[src/rtl/prog_word_assembler.sv]
// prog_word_assembler
//
// Builds 32-bit program words out of a byte stream (UART receiver or SPI
// slave byte path), tags each word with a running word index and queues the
// pairs in a small FIFO for a downstream programmer. A reserved marker word
// ends the program; once the FIFO has drained the block reports done.
//
// Optional feature macro: PROG_CHECKSUM_EN
//   When defined, the word after the marker is taken as an XOR checksum over
//   every word that was actually queued, and a mismatch raises csum_err_o.
//   When undefined, csum_err_o is tied low and the marker drains directly.
//
// Ports
//   clk_i          single clock, rising edge
//   rst_i          synchronous active-high reset
//   rx_dv_i        one-cycle strobe qualifying rx_byte_i
//   rx_byte_i      received byte
//   word_valid_o   FIFO head valid
//   word_ready_i   consumer takes the head when high together with valid
//   word_o         FIFO head data
//   addr_o         word index paired with word_o
//   done_o         sticky: marker seen and FIFO drained
//   err_timeout_o  one-cycle pulse: partial word discarded after idle timeout
//   overflow_o     sticky: a word was dropped because the FIFO was full
//   csum_err_o     sticky: checksum mismatch (checksum build only)

module prog_word_assembler #(
  parameter int unsigned DEPTH       = 4,
  parameter int unsigned TIMEOUT_CYC = 50000,
  parameter logic [31:0] DONE_WORD   = 32'h0000_0FFF
) (
  input  logic        clk_i,
  input  logic        rst_i,
  input  logic        rx_dv_i,
  input  logic [7:0]  rx_byte_i,
  output logic        word_valid_o,
  input  logic        word_ready_i,
  output logic [31:0] word_o,
  output logic [13:0] addr_o,
  output logic        done_o,
  output logic        err_timeout_o,
  output logic        overflow_o,
  output logic        csum_err_o
);

  localparam int unsigned PtrW  = $clog2(DEPTH);
  localparam int unsigned CntW  = PtrW + 1;
  localparam int unsigned IdleW = $clog2(TIMEOUT_CYC + 1);
  localparam logic [IdleW-1:0] IdleLast = IdleW'(TIMEOUT_CYC - 1);
  localparam logic [CntW-1:0]  FifoCap  = CntW'(DEPTH);

  typedef enum logic [1:0] {
    IDLE    = 2'd0,
    COLLECT = 2'd1,
    DRAIN   = 2'd2,
    DONE    = 2'd3
  } state_e;

  state_e            state_q, state_d;
  logic [1:0]        byteCnt_q, byteCnt_d;
  logic [23:0]       assembly_q, assembly_d;
  logic [IdleW-1:0]  idleCnt_q, idleCnt_d;
  logic              stageValid_q, stageValid_d;
  logic [31:0]       stageWord_q, stageWord_d;
  logic [13:0]       wordCnt_q, wordCnt_d;
  logic [PtrW-1:0]   wrPtr_q, wrPtr_d;
  logic [PtrW-1:0]   rdPtr_q, rdPtr_d;
  logic [CntW-1:0]   fifoCount_q, fifoCount_d;
  logic              done_q, done_d;
  logic              errTimeout_q, errTimeout_d;
  logic              overflow_q, overflow_d;
`ifdef PROG_CHECKSUM_EN
  logic              csumPhase_q, csumPhase_d;
  logic              csumErr_q, csumErr_d;
  logic [31:0]       csumAcc_q, csumAcc_d;
`endif

  // Each entry carries the word index in the upper bits and the data below.
  logic [45:0]       fifoMem_q [DEPTH];
  logic [45:0]       headEntry;

  logic [31:0]       fullWord;
  logic              fifoFull;
  logic              fifoEmpty;
  logic              popEn;
  logic              pushEn;
  logic              dropEn;

  // The fourth byte is never stored in the assembly register; it is combined
  // on the fly so a finished word can be classified in the cycle it arrives.
  assign fullWord  = {rx_byte_i, assembly_q};
  assign fifoFull  = (fifoCount_q == FifoCap);
  assign fifoEmpty = (fifoCount_q == '0);
  assign popEn     = !fifoEmpty && word_ready_i;
  // A full FIFO still accepts the staged word when the head leaves this cycle.
  assign pushEn    = stageValid_q && (!fifoFull || popEn);
  assign dropEn    = stageValid_q && fifoFull && !popEn;

  // Byte collection and control FSM next state. Bytes are only listened to
  // in IDLE and COLLECT; a completed ordinary word goes to a one-entry
  // staging register and is written to the FIFO on the following cycle.
  always_comb begin
    state_d      = state_q;
    byteCnt_d    = byteCnt_q;
    assembly_d   = assembly_q;
    idleCnt_d    = idleCnt_q;
    stageValid_d = 1'b0;
    stageWord_d  = stageWord_q;
    done_d       = done_q;
    errTimeout_d = 1'b0;
`ifdef PROG_CHECKSUM_EN
    csumPhase_d  = csumPhase_q;
    csumErr_d    = csumErr_q;
`endif
    if (state_q == IDLE || state_q == COLLECT) begin
      if (rx_dv_i) begin
        idleCnt_d = '0;
        if (byteCnt_q == 2'd3) begin
          byteCnt_d  = '0;
          assembly_d = '0;
          state_d    = IDLE;
`ifdef PROG_CHECKSUM_EN
          if (csumPhase_q) begin
            csumPhase_d = 1'b0;
            if (fullWord != csumAcc_q) begin
              csumErr_d = 1'b1;
            end
            state_d = DRAIN;
          end else if (fullWord == DONE_WORD) begin
            csumPhase_d = 1'b1;
          end else begin
            stageValid_d = 1'b1;
            stageWord_d  = fullWord;
          end
`else
          if (fullWord == DONE_WORD) begin
            state_d = DRAIN;
          end else begin
            stageValid_d = 1'b1;
            stageWord_d  = fullWord;
          end
`endif
        end else begin
          byteCnt_d = byteCnt_q + 2'd1;
          state_d   = COLLECT;
          case (byteCnt_q)
            2'd0:    assembly_d[7:0]   = rx_byte_i;
            2'd1:    assembly_d[15:8]  = rx_byte_i;
            default: assembly_d[23:16] = rx_byte_i;
          endcase
        end
      end else if (state_q == COLLECT) begin
        // A stalled sender must not leave half a word waiting forever; the
        // checksum wait flag is untouched so that wait simply resumes.
        if (idleCnt_q == IdleLast) begin
          byteCnt_d    = '0;
          assembly_d   = '0;
          idleCnt_d    = '0;
          errTimeout_d = 1'b1;
          state_d      = IDLE;
        end else begin
          idleCnt_d = idleCnt_q + IdleW'(1);
        end
      end
    end else if (state_q == DRAIN) begin
      if (fifoEmpty && !stageValid_q) begin
        state_d = DONE;
        done_d  = 1'b1;
      end
    end
  end

  // FIFO bookkeeping: pointers, occupancy, word index and the sticky
  // overflow flag. Only words that really enter the FIFO advance the index.
  always_comb begin
    wrPtr_d     = wrPtr_q + PtrW'(pushEn);
    rdPtr_d     = rdPtr_q + PtrW'(popEn);
    fifoCount_d = fifoCount_q + CntW'(pushEn) - CntW'(popEn);
    wordCnt_d   = wordCnt_q + 14'(pushEn);
    overflow_d  = overflow_q | dropEn;
`ifdef PROG_CHECKSUM_EN
    csumAcc_d   = pushEn ? (csumAcc_q ^ stageWord_q) : csumAcc_q;
`endif
  end

  // All control state, including the FSM, is registered here with a
  // synchronous reset that throws away any buffered data.
  always_ff @(posedge clk_i) begin
    if (rst_i) begin
      state_q      <= IDLE;
      byteCnt_q    <= '0;
      assembly_q   <= '0;
      idleCnt_q    <= '0;
      stageValid_q <= 1'b0;
      stageWord_q  <= '0;
      wordCnt_q    <= '0;
      wrPtr_q      <= '0;
      rdPtr_q      <= '0;
      fifoCount_q  <= '0;
      done_q       <= 1'b0;
      errTimeout_q <= 1'b0;
      overflow_q   <= 1'b0;
`ifdef PROG_CHECKSUM_EN
      csumPhase_q  <= 1'b0;
      csumErr_q    <= 1'b0;
      csumAcc_q    <= '0;
`endif
    end else begin
      state_q      <= state_d;
      byteCnt_q    <= byteCnt_d;
      assembly_q   <= assembly_d;
      idleCnt_q    <= idleCnt_d;
      stageValid_q <= stageValid_d;
      stageWord_q  <= stageWord_d;
      wordCnt_q    <= wordCnt_d;
      wrPtr_q      <= wrPtr_d;
      rdPtr_q      <= rdPtr_d;
      fifoCount_q  <= fifoCount_d;
      done_q       <= done_d;
      errTimeout_q <= errTimeout_d;
      overflow_q   <= overflow_d;
`ifdef PROG_CHECKSUM_EN
      csumPhase_q  <= csumPhase_d;
      csumErr_q    <= csumErr_d;
      csumAcc_q    <= csumAcc_d;
`endif
    end
  end

  // FIFO storage needs no reset: the pointers and count define what is live.
  always_ff @(posedge clk_i) begin
    if (!rst_i && pushEn) begin
      fifoMem_q[wrPtr_q] <= {wordCnt_q, stageWord_q};
    end
  end

  // The head is hidden during a reset cycle so no handshake can complete
  // against data that is about to be discarded.
  assign headEntry     = fifoMem_q[rdPtr_q];
  assign word_valid_o  = !fifoEmpty && !rst_i;
  assign word_o        = word_valid_o ? headEntry[31:0] : 32'h0;
  assign addr_o        = word_valid_o ? headEntry[45:32] : 14'h0;
  assign done_o        = done_q;
  assign err_timeout_o = errTimeout_q;
  assign overflow_o    = overflow_q;
`ifdef PROG_CHECKSUM_EN
  assign csum_err_o    = csumErr_q;
`else
  assign csum_err_o    = 1'b0;
`endif

endmodule

[config.mk]
export PLATFORM = sky130hd
export DESIGN_NAME = prog_word_assembler
export DESIGN_NICKNAME = d
export VERILOG_FILES = /design/src/rtl/prog_word_assembler.sv
export SDC_FILE = /design/constraint.sdc
export NUM_CORES = 1
export LEC_CHECK = 0
export ABC_AREA = 1
export BUFFER_PORTS_ARGS = -buffer_cell sky130_fd_sc_hd__buf_4
export CAP_MARGIN = 15
export CORE_MARGIN = 4
export CORE_UTILIZATION = 55
export DETAILED_ROUTE_END_ITERATION = 10
export GPL_TIMING_DRIVEN = 0
export PLACE_DENSITY = 0.76
export SETUP_SLACK_MARGIN = 0.4
export SLEW_MARGIN = 20
export SYNTH_ARGS = -nofsm -noshare
export SYNTH_HDL_FRONTEND = slang
export SYNTH_SLANG_ARGS = --single-unit
[constraint.sdc]
create_clock -name clk_i -period 6 [get_ports clk_i]
set_input_delay 0.9 -clock clk_i [delete_from_list [all_inputs] [get_ports clk_i]]
set_output_delay 0.9 -clock clk_i [all_outputs]
set_load 0.05 [all_outputs]
# Word level (Yosys, flattened, before mapping)
# Memories as Yosys holds them, arrays and structs flattened. A register that Yosys moved wholly into a read port is not among the register bits.
# Index checks and enable logic that the tools add are counted.
[classes]
addsub = 7
eq_ne = 12
n_mux = 27
bitwise = 6
reduce_logical = 32
[op_table]
columns = ["operator", "n"]
rows = [
  ["24-bit two-way mux", 4],
  ["16-bit two-way mux", 3],
  ["32-bit by 12-bit equality test with 1-bit output, second input constant", 1],
  ["32-bit two-way mux", 1],
  ["8-bit two-way mux", 3],
  ["2-bit two-way mux", 11],
  ["4-bit AND reduction", 5],
  ["16-bit by 1-bit adder with 16-bit output, second input constant", 1],
  ["16-bit equality test, second input constant", 1],
  ["14-bit by 1-bit adder with 14-bit output", 1],
  ["14-bit two-way mux", 1],
  ["2-bit nonzero test", 4],
  ["4-bit OR reduction", 2],
  ["1-bit logical AND", 7],
  ["3-bit by 1-bit inequality test with 1-bit output, second input constant", 2],
  ["3-bit by 2-bit inequality test with 1-bit output, second input constant", 2],
  ["3-bit AND reduction", 2],
  ["1-bit zero test", 5],
  ["1-bit NOT", 5],
  ["2-bit by 1-bit adder with 2-bit output", 2],
  ["2-bit by 1-bit equality test with 1-bit output, second input constant", 2],
  ["2-bit equality test, second input constant", 2],
  ["2-bit zero test", 2],
  ["1-bit two-way mux", 4],
  ["10 further kinds", 11],
]
[word_totals]
ff_bits = 101
ramBits = 184
input_bits = 12
mem_count = 1
[mem_list]
columns = ["memory", "depth", "word_bits", "read_ports", "rd_ports_with_merged_regs", "wr", "line", "rtl"]
rows = [
  ["fifoMem_q", 4, 46, 1, 1, 1, "79", "logic [45:0] fifoMem_q [DEPTH];"],
]

# Longest topological paths before layout
# Gate-level depths: netlist of the first run.
[depth]
word_depth = 8
mapped_depth = 13

# Worst setup path before layout of the first run
# No wires, ideal clock.
[synth_timing]
kind = "input port to flip-flop"
start = "in word_ready_i"
end = "mem fifoMem_q[2][0], enable pin"
setup_ns = 0.569
t_arrival_ns = 5.753
required_ns = 5.431
setup_slack_ns = -0.322
stages = 4
n_path_buf = 0
cell_sequence = "inv_1 a31oi_1 inv_1 nor4_1"
[synth_via]
elab_chain_cells = 6
[synth_rtl]
columns = ["element", "line", "rtl"]
rows = [
  ["start, declared", "37", "input logic word_ready_i,"],
  ["1-bit logical AND", "94", "assign popEn = !fifoEmpty && word_ready_i;"],
  ["1-bit logical OR", "96", "assign pushEn = stageValid_q && (!fifoFull || popEn);"],
  ["1-bit logical AND", "96", ""],
  ["1-bit logical AND", "232", "if (!rst_i && pushEn) begin"],
  ["1-bit two-way mux", "232", ""],
  ["1-bit two-way mux (implied by the code)", "233", "fifoMem_q[wrPtr_q] <= {wordCnt_q, stageWord_q};"],
  ["end, declared", "79", ""],
]
# No other way between the ends.

==> flow_summary.json, run 1 <==
{
  "clkTransAtPathRegs_ns": 0.06,
  "place_ws_ns": 2.59,
  "clockBufferDepth": 3,
  "track_usage": 0.231,
  "layout.nets": 1430,
  "grt_pass1_vias": 8852,
  "finalCritPeriodShare": 0.603,
  "maxCapViolCount": 0,
  "cts_hold_buf": 0,
  "p_leak_uw": 0.00528,
  "netlist_top_cells_area": "edfxtp_1 46%, dfxtp_1 17%, nor2_1 10%, nand2_1 5.3%, o21ai_0 4.1%",
  "fin_area_mm2": 0.0141,
  "total_power_uw": 5390,
  "synthFlopType": "edfxtp_1",
  "fmax_ghz": 0.277,
  "finalCriticalPeriod_ns": 3.62,
  "worst_slack_ns": 2.38,
  "cts_buffers": 29,
  "rsz0062_at_grt": "false",
  "vdd_drop_max_mv": 0.227,
  "cp_max_fo": 10,
  "hold_viol_final": 0,
  "max-slew-margin-rel": 0.533,
  "critical_path_arrival_ns": 2.72,
  "h-tree-depth": 1,
  "die_area_mm2": 0.0245,
  "ant_nets": 0,
  "drtPass1Iterations": 5,
  "synth_most_common_cell": "nor2_1",
  "drc": 0,
  "hpwl_um": 19300,
  "drv_slew": 0,
  "via_per_inst": 5.42,
  "syn2layout_area_growth_pct": 16.3,
  "synth-seq-cells": 285,
  "tritoncts": "built",
  "root_buffer": "clkbuf_16",
  "synthTopCellsByCount": "326 x nor2_1, 184 x edfxtp_1, 170 x nand2_1",
  "rr_worst_depth": 7,
  "status": "complete, no violations",
  "core_area_mm2": 0.0218,
  "powerDensity_mw_per_mm2": 383,
  "netlist_area_mm2": 0.0121,
  "drt-total-wl_um": 28700,
  "path_delay_family": "buffers and inverters",
  "drt_iter0_markers": 942,
  "place_area_mm2": 0.0132,
  "synth-edff-count": 184,
  "crit_path_end_kind": "output port",
  "dpl.cell_count": 1657,
  "start_kind": "register",
  "io_buffers": 61,
  "path_class": "register to output port",
  "drive_gt1_frac": 0.129,
  "globalplace.congestion": 0.901,
  "cpMaxStageDelayCell": "clkbuf_1",
  "fin_skew_ns": 0.0153,
  "rr_endpoint": "fifoMem_q[3][8]$_DFFE_PP_",
  "overflow": 0,
  "crit_required_ns": 5.10,
  "ctsResizeCount": 0,
  "synth.avg_cell_area_um2": 9.35,
  "die_w_um": 156,
  "grt_pass1_wl_um": 45400,
  "syn_inst": 1296,
  "clk_latency_ns": 0.55,
  "min_path_type": "register to register",
  "r2r-start": "fifoCount_q[1]$_SDFF_PP0_",
  "die_h_um": 156,
  "wire_per_inst_um": 16.8,
  "tightest_slew_ns": 0.701,
  "cp_common_cell": "clkbuf_1",
  "clock_sinks": 285,
  "yosys.area.top_type_share": 0.456,
  "fp-row-count": 54,
  "hold_start": "overflow_o$_SDFF_PP0_",
  "whs_endpoint": "overflow_o$_SDFF_PP0_",
  "vias": 9268,
  "min_path_cells": 2,
  "crit_start": "rdPtr_q[0]$_SDFF_PP0_",
  "synth-warning-count": 0,
  "tns_ns": 0,
  "ff2ff_setup_slack_ns": 3.20,
  "synthArstFlopShare": 0,
  "yosys.area.top_type": "edfxtp_1",
  "setup_viol": 0,
  "cpPeakStageDelay_ns": 0.53,
  "grt_max_degree": 23,
  "synthDistinctLibCells": 40,
  "cp_cell_sequence": "inv_2, clkbuf_1, clkbuf_1, o21ai_0, a21oi_1, buf_4",
  "fin_cells": 1711,
  "antenna_found_initial": 0,
  "ioPinCount": 63,
  "critPathBufInv": 4,
  "syn_nets": 1318,
  "ys_seq_area_frac": 0.623,
  "n_antenna_cell": 0,
  "start_util": 0.557,
  "post-cts-setup-buffer-count": 0
}
worst max-delay path by stage:
stage	end	slack [ns]	cells after the start
5_1_grt	word_o[31]	2.28	6
4_1_cts	word_o[0]	2.43	6
3_3_place_gp	fifoMem_q[3][7]$_DFFE_PP_	-1.81	5
3_5_place_dp	fifoMem_q[3][9]$_DFFE_PP_	2.59	8
6_report	word_o[0]	2.38	6
2_1_floorplan	fifoMem_q[3][0]$_DFFE_PP_	0.92	4
state kept, by name (all words and copies together) (netlist names):
register       count
wordCnt_q         14
rdPtr_q            2
fifoCount_q        3
fifoMem_q        184
idleCnt_q         16
state_q            2
stageValid_q       1
byteCnt_q          2
overflow_o         1
stageWord_q       32
wrPtr_q            2
assembly_q        24
err_timeout_o      1
done_o             1
cell type report:
type                            instances  area [um^2]
Buffer                                 68          360
Clock buffer                           38          790
Clock inverter                         16          140
Fill cell                            1718         7670
Inverter                              110          413
Multi-Input combinational cell        833         3820
Sequential cell                       285         7550
Tap cell                              280          350
Timing Repair Buffer                   81          659
power by group:
| part | total, uW | internal [uW] | switching [uW] |
|---|---|---|---|
| clock | 1740 | 1010 | 731 |
| sequential | 2120 | 2090 | 26.3 |
| combinational | 1520 | 391 | 1130 |
tightest hold or removal path, cell delays in order (launching register included):
cell and delay, ns:
dfxtp_1 0.31, inv_1 0.05, a21oi_1 0.05
per-layer routing:
layer / vias to the layer above / track usage / share of wire
met3: 41 / 0.0368 / 0.084
met5: - / 0 / 0
met4: 0 / 0.0632 / 0.018
met2: 368 / 0.381 / 0.48
li1: 4542 / - / -
met1: 4317 / 0.323 / 0.42
cell families (layout without fill, tap and decap cells):
logic type | after synthesis | after routing | synth area share
other | 1 | 1 | 0.000310
DFF | 285 | 285 | 0.623
buffers and inverters | 178 | 313 | 0.0638
AOI/OAI and AO/OA | 202 | 202 | 0.0855
and+or+nand+nor | 612 | 612 | 0.210
xor gates and xnor gates | 8 | 8 | 0.00579
adders and majority gates | 10 | 10 | 0.0110
metrics by stage:
stage / util / hold slack [ns]
finish: 0.647 / 0.458
global route: 0.647 / 0.481
CTS: 0.647 / 0.462
detailed placement: 0.605 / 0.451
global placement: 0.594 / 0.441
floorplan: - / 0.460
cells in the final DEF (no fill, tap or decap), drive strengths merged, types with 36 or more instances in the layout:
master | synthesis | final
clkbuf | 24 | 62
nor2 | 327 | 327
a21oi | 95 | 95
nand2 | 171 | 171
inv | 106 | 108
buf | 44 | 125
o21ai | 103 | 103
nand4 | 36 | 36
dfxtp | 101 | 101
nand3 | 54 | 54
edfxtp | 184 | 184
(Power assumes the default switching activity.)
==> run 2: changes to the inputs <==
--- a/config.mk
+++ b/config.mk
@@ -5,7 +5,7 @@
 export SDC_FILE = /design/constraint.sdc
 export NUM_CORES = 1
 export LEC_CHECK = 0
-export ABC_AREA = 1
+export ABC_AREA = 0
 export BUFFER_PORTS_ARGS = -buffer_cell sky130_fd_sc_hd__buf_4
 export CAP_MARGIN = 15
 export CORE_MARGIN = 4
==> constraint.sdc (replaced) <==
create_clock -name clk_i -period 3.26 [get_ports clk_i]
set_input_delay 0.489 -clock clk_i [delete_from_list [all_inputs] [get_ports clk_i]]
set_output_delay 0.489 -clock clk_i [all_outputs]
set_load 0.05 [all_outputs]
==> flow_summary.json, run 2 <==
{
  "drt-total-wl_um": 22000,
  "grt_max_degree": 47,
  "vdd_drop_max_mv": 0.401,
  "critical_path_arrival_ns": 2.27,
  "ant_nets": 0,
  "tritoncts": "built",
  "cts_hold_buf": 0,
  "finalCriticalPeriod_ns": 2.76,
  "cp_max_fo": 10,
  "maxCapViolCount": 0,
  "r2r-start": "fifoCount_q[1]$_SDFF_PP0_",
  "h-tree-depth": 1,
  "synth-warning-count": 0,
  "track_usage": 0.189,
  "fmax_ghz": 0.362,
  "fin_skew_ns": 0.0127,
  "place_area_mm2": 0.0124,
  "netlist_area_mm2": 0.0114,
  "tns_ns": 0,
  "hold_start": "rx_byte_i[2]",
  "clockBufferDepth": 3,
  "synthArstFlopShare": 0,
  "via_per_inst": 5.68,
  "synth_most_common_cell": "edfxtp_1",
  "p_leak_uw": 0.00443,
  "min_path_type": "input pin to register",
  "yosys.area.top_type": "edfxtp_1",
  "overflow": 0,
  "wire_per_inst_um": 18.6,
  "layout.nets": 917,
  "crit_required_ns": 2.77,
  "crit_start": "rdPtr_q[0]$_SDFF_PP0_",
  "drive_gt1_frac": 0.219,
  "cts_buffers": 27,
  "io_buffers": 60,
  "layout_common_cells": "184 x edfxtp_1, 101 x dfxtp_1, 98 x nand2_1",
  "hold_viol_final": 0,
  "synth-edff-count": 184,
  "die_w_um": 152,
  "drtPass1Iterations": 5,
  "top_regs": "fifoMem_q x184, stageWord_q x32, assembly_q x24",
  "status": "complete, no violations",
  "setup_viol": 0,
  "path_class": "register to output port",
  "hpwl_um": 14800,
  "syn_inst": 791,
  "regMostFlops": "fifoMem_q",
  "yosys.area.top_type_share": 0.484,
  "fin_area_mm2": 0.0133,
  "synth-seq-cells": 285,
  "netlist_top_cells_area": "edfxtp_1 48%, dfxtp_1 18%, mux4_2 9.1%, nand2_1 3.2%, mux2i_1 2.8%",
  "finalCritPeriodShare": 0.847,
  "n_antenna_cell": 0,
  "grt_pass1_wl_um": 35700,
  "max-slew-margin-rel": 0.512,
  "drv_slew": 0,
  "crit_path_end_kind": "output port",
  "antenna_found_initial": 0,
  "root_buffer": "clkbuf_16",
  "clk_latency_ns": 0.52,
  "ioPinCount": 63,
  "globalplace.congestion": 0.885,
  "powerDensity_mw_per_mm2": 659,
  "synthDistinctLibCells": 59,
  "drt_iter0_markers": 472,
  "core_area_mm2": 0.0203,
  "largest_reg_flops": 184,
  "synthFlopType": "edfxtp_1",
  "final_common_cell": "edfxtp_1",
  "drc": 0,
  "synth.avg_cell_area_um2": 14.4,
  "syn2layout_area_growth_pct": 16.6,
  "start_kind": "register",
  "die_h_um": 152,
  "grt_pass1_vias": 6584,
  "clkTransAtPathRegs_ns": 0.06,
  "rsz0062_at_grt": "true",
  "die_area_mm2": 0.0231,
  "vias": 6726,
  "syn_nets": 813,
  "clock_sinks": 285,
  "fp-row-count": 52,
  "synthTopCellsByCount": "184 x edfxtp_1, 101 x dfxtp_1, 98 x nand2_1",
  "tightest_slew_ns": 0.732,
  "start_util": 0.562,
  "ys_seq_area_frac": 0.662
}
## run 2: cell types whose count changed after synthesis, moves of 16 or more
cell,before,now
inv_1,96,12
nand4_1,36,13
a311oi_1,0,16
mux4_2,0,46
nand3_1,50,15
nand2_1,170,98
o21ai_0,100,4
mux2i_1,0,32
and2_1,1,48
nor2_1,326,30
a21oi_1,95,21
## run 2: final timing paths
| kind | depth (start not counted) | slack, ns | endpoint |
|---|---|---|---|
| setup / recovery | 5 | 0.50 | word_o[29] |
| hold / removal | 2 | 0.25 | assembly_q[2]$_SDFFE_PP0P_ |
| setup reg to reg | 9 | 0.72 | fifoCount_q[2]$_SDFF_PP0_ |
| hold reg to reg | 2 | 0.48 | stageWord_q[22]$_SDFFE_PP0P_ |
## run 2: metal layers
layer,up-vias,global-route usage,wire [um]
met5,-,0,0
met4,0,0.0561,487
met3,43,0.0353,1380
met2,208,0.297,10200
met1,3281,0.274,9910
li1,3194,-,-
## run 2: critical path, cell delays in order (launching register included)
cell     delay (ns)
dfxtp_1        0.34
buf_4          0.26
buf_6          0.25
mux4_2         0.55
and2_1         0.17
buf_4          0.18
## run 2: repair_timing
item	4_1_cts	5_1_grt
setup endpoints to repair	40	37
setup buffers	0	0
resized for setup	11	9
## run 2: through the flow
step	power (uW)	cells	utilization	worst slack (ns)	hold WS (ns)
after floorplan	5350	791	-	0.413	0.443
after global placement	5810	1121	0.603	-0.894	0.468
after detailed placement	5830	1136	0.611	0.502	0.476
after CTS	8820	1185	0.654	0.390	0.233
after global routing	9140	1185	0.655	0.387	0.246
final	8770	1185	0.655	0.498	0.251
## run 2: area by class of cell
| class | count | area, um^2 |
|---|---|---|
| plain buffers | 44 | 258 |
| inverters | 13 | 48.8 |
| well taps | 270 | 338 |
| flip-flops and latches | 285 | 7550 |
| clock inverters | 11 | 108 |
| multi-input cells | 449 | 3650 |
| fillers | 1435 | 7000 |
| clock buffers | 38 | 747 |
| repair buffers | 75 | 604 |
## run 2: power by group
part | switching, uW | internal, uW | leakage (uW)
Sequential | 44.3 | 3850 | 0.00242
Clock | 1240 | 1750 | 0.000415
Combinational | 1080 | 797 | 0.00160
Total | 2370 | 6400 | 0.00443
## run 2: logic make-up (layout without fill, tap and decap cells)
kind of cell | Yosys count | count (layout) | share of synthesized area
DFF | 285 | 285 | 0.662
and+or+nand+nor | 268 | 268 | 0.122
muxes | 78 | 78 | 0.119
AOI/OAI and AO/OA | 67 | 67 | 0.0434
buffers and inverters | 57 | 181 | 0.0224
xor gates and xnor gates | 25 | 25 | 0.0192
adders and majority gates | 10 | 10 | 0.0116
other | 1 | 1 | 0.000329
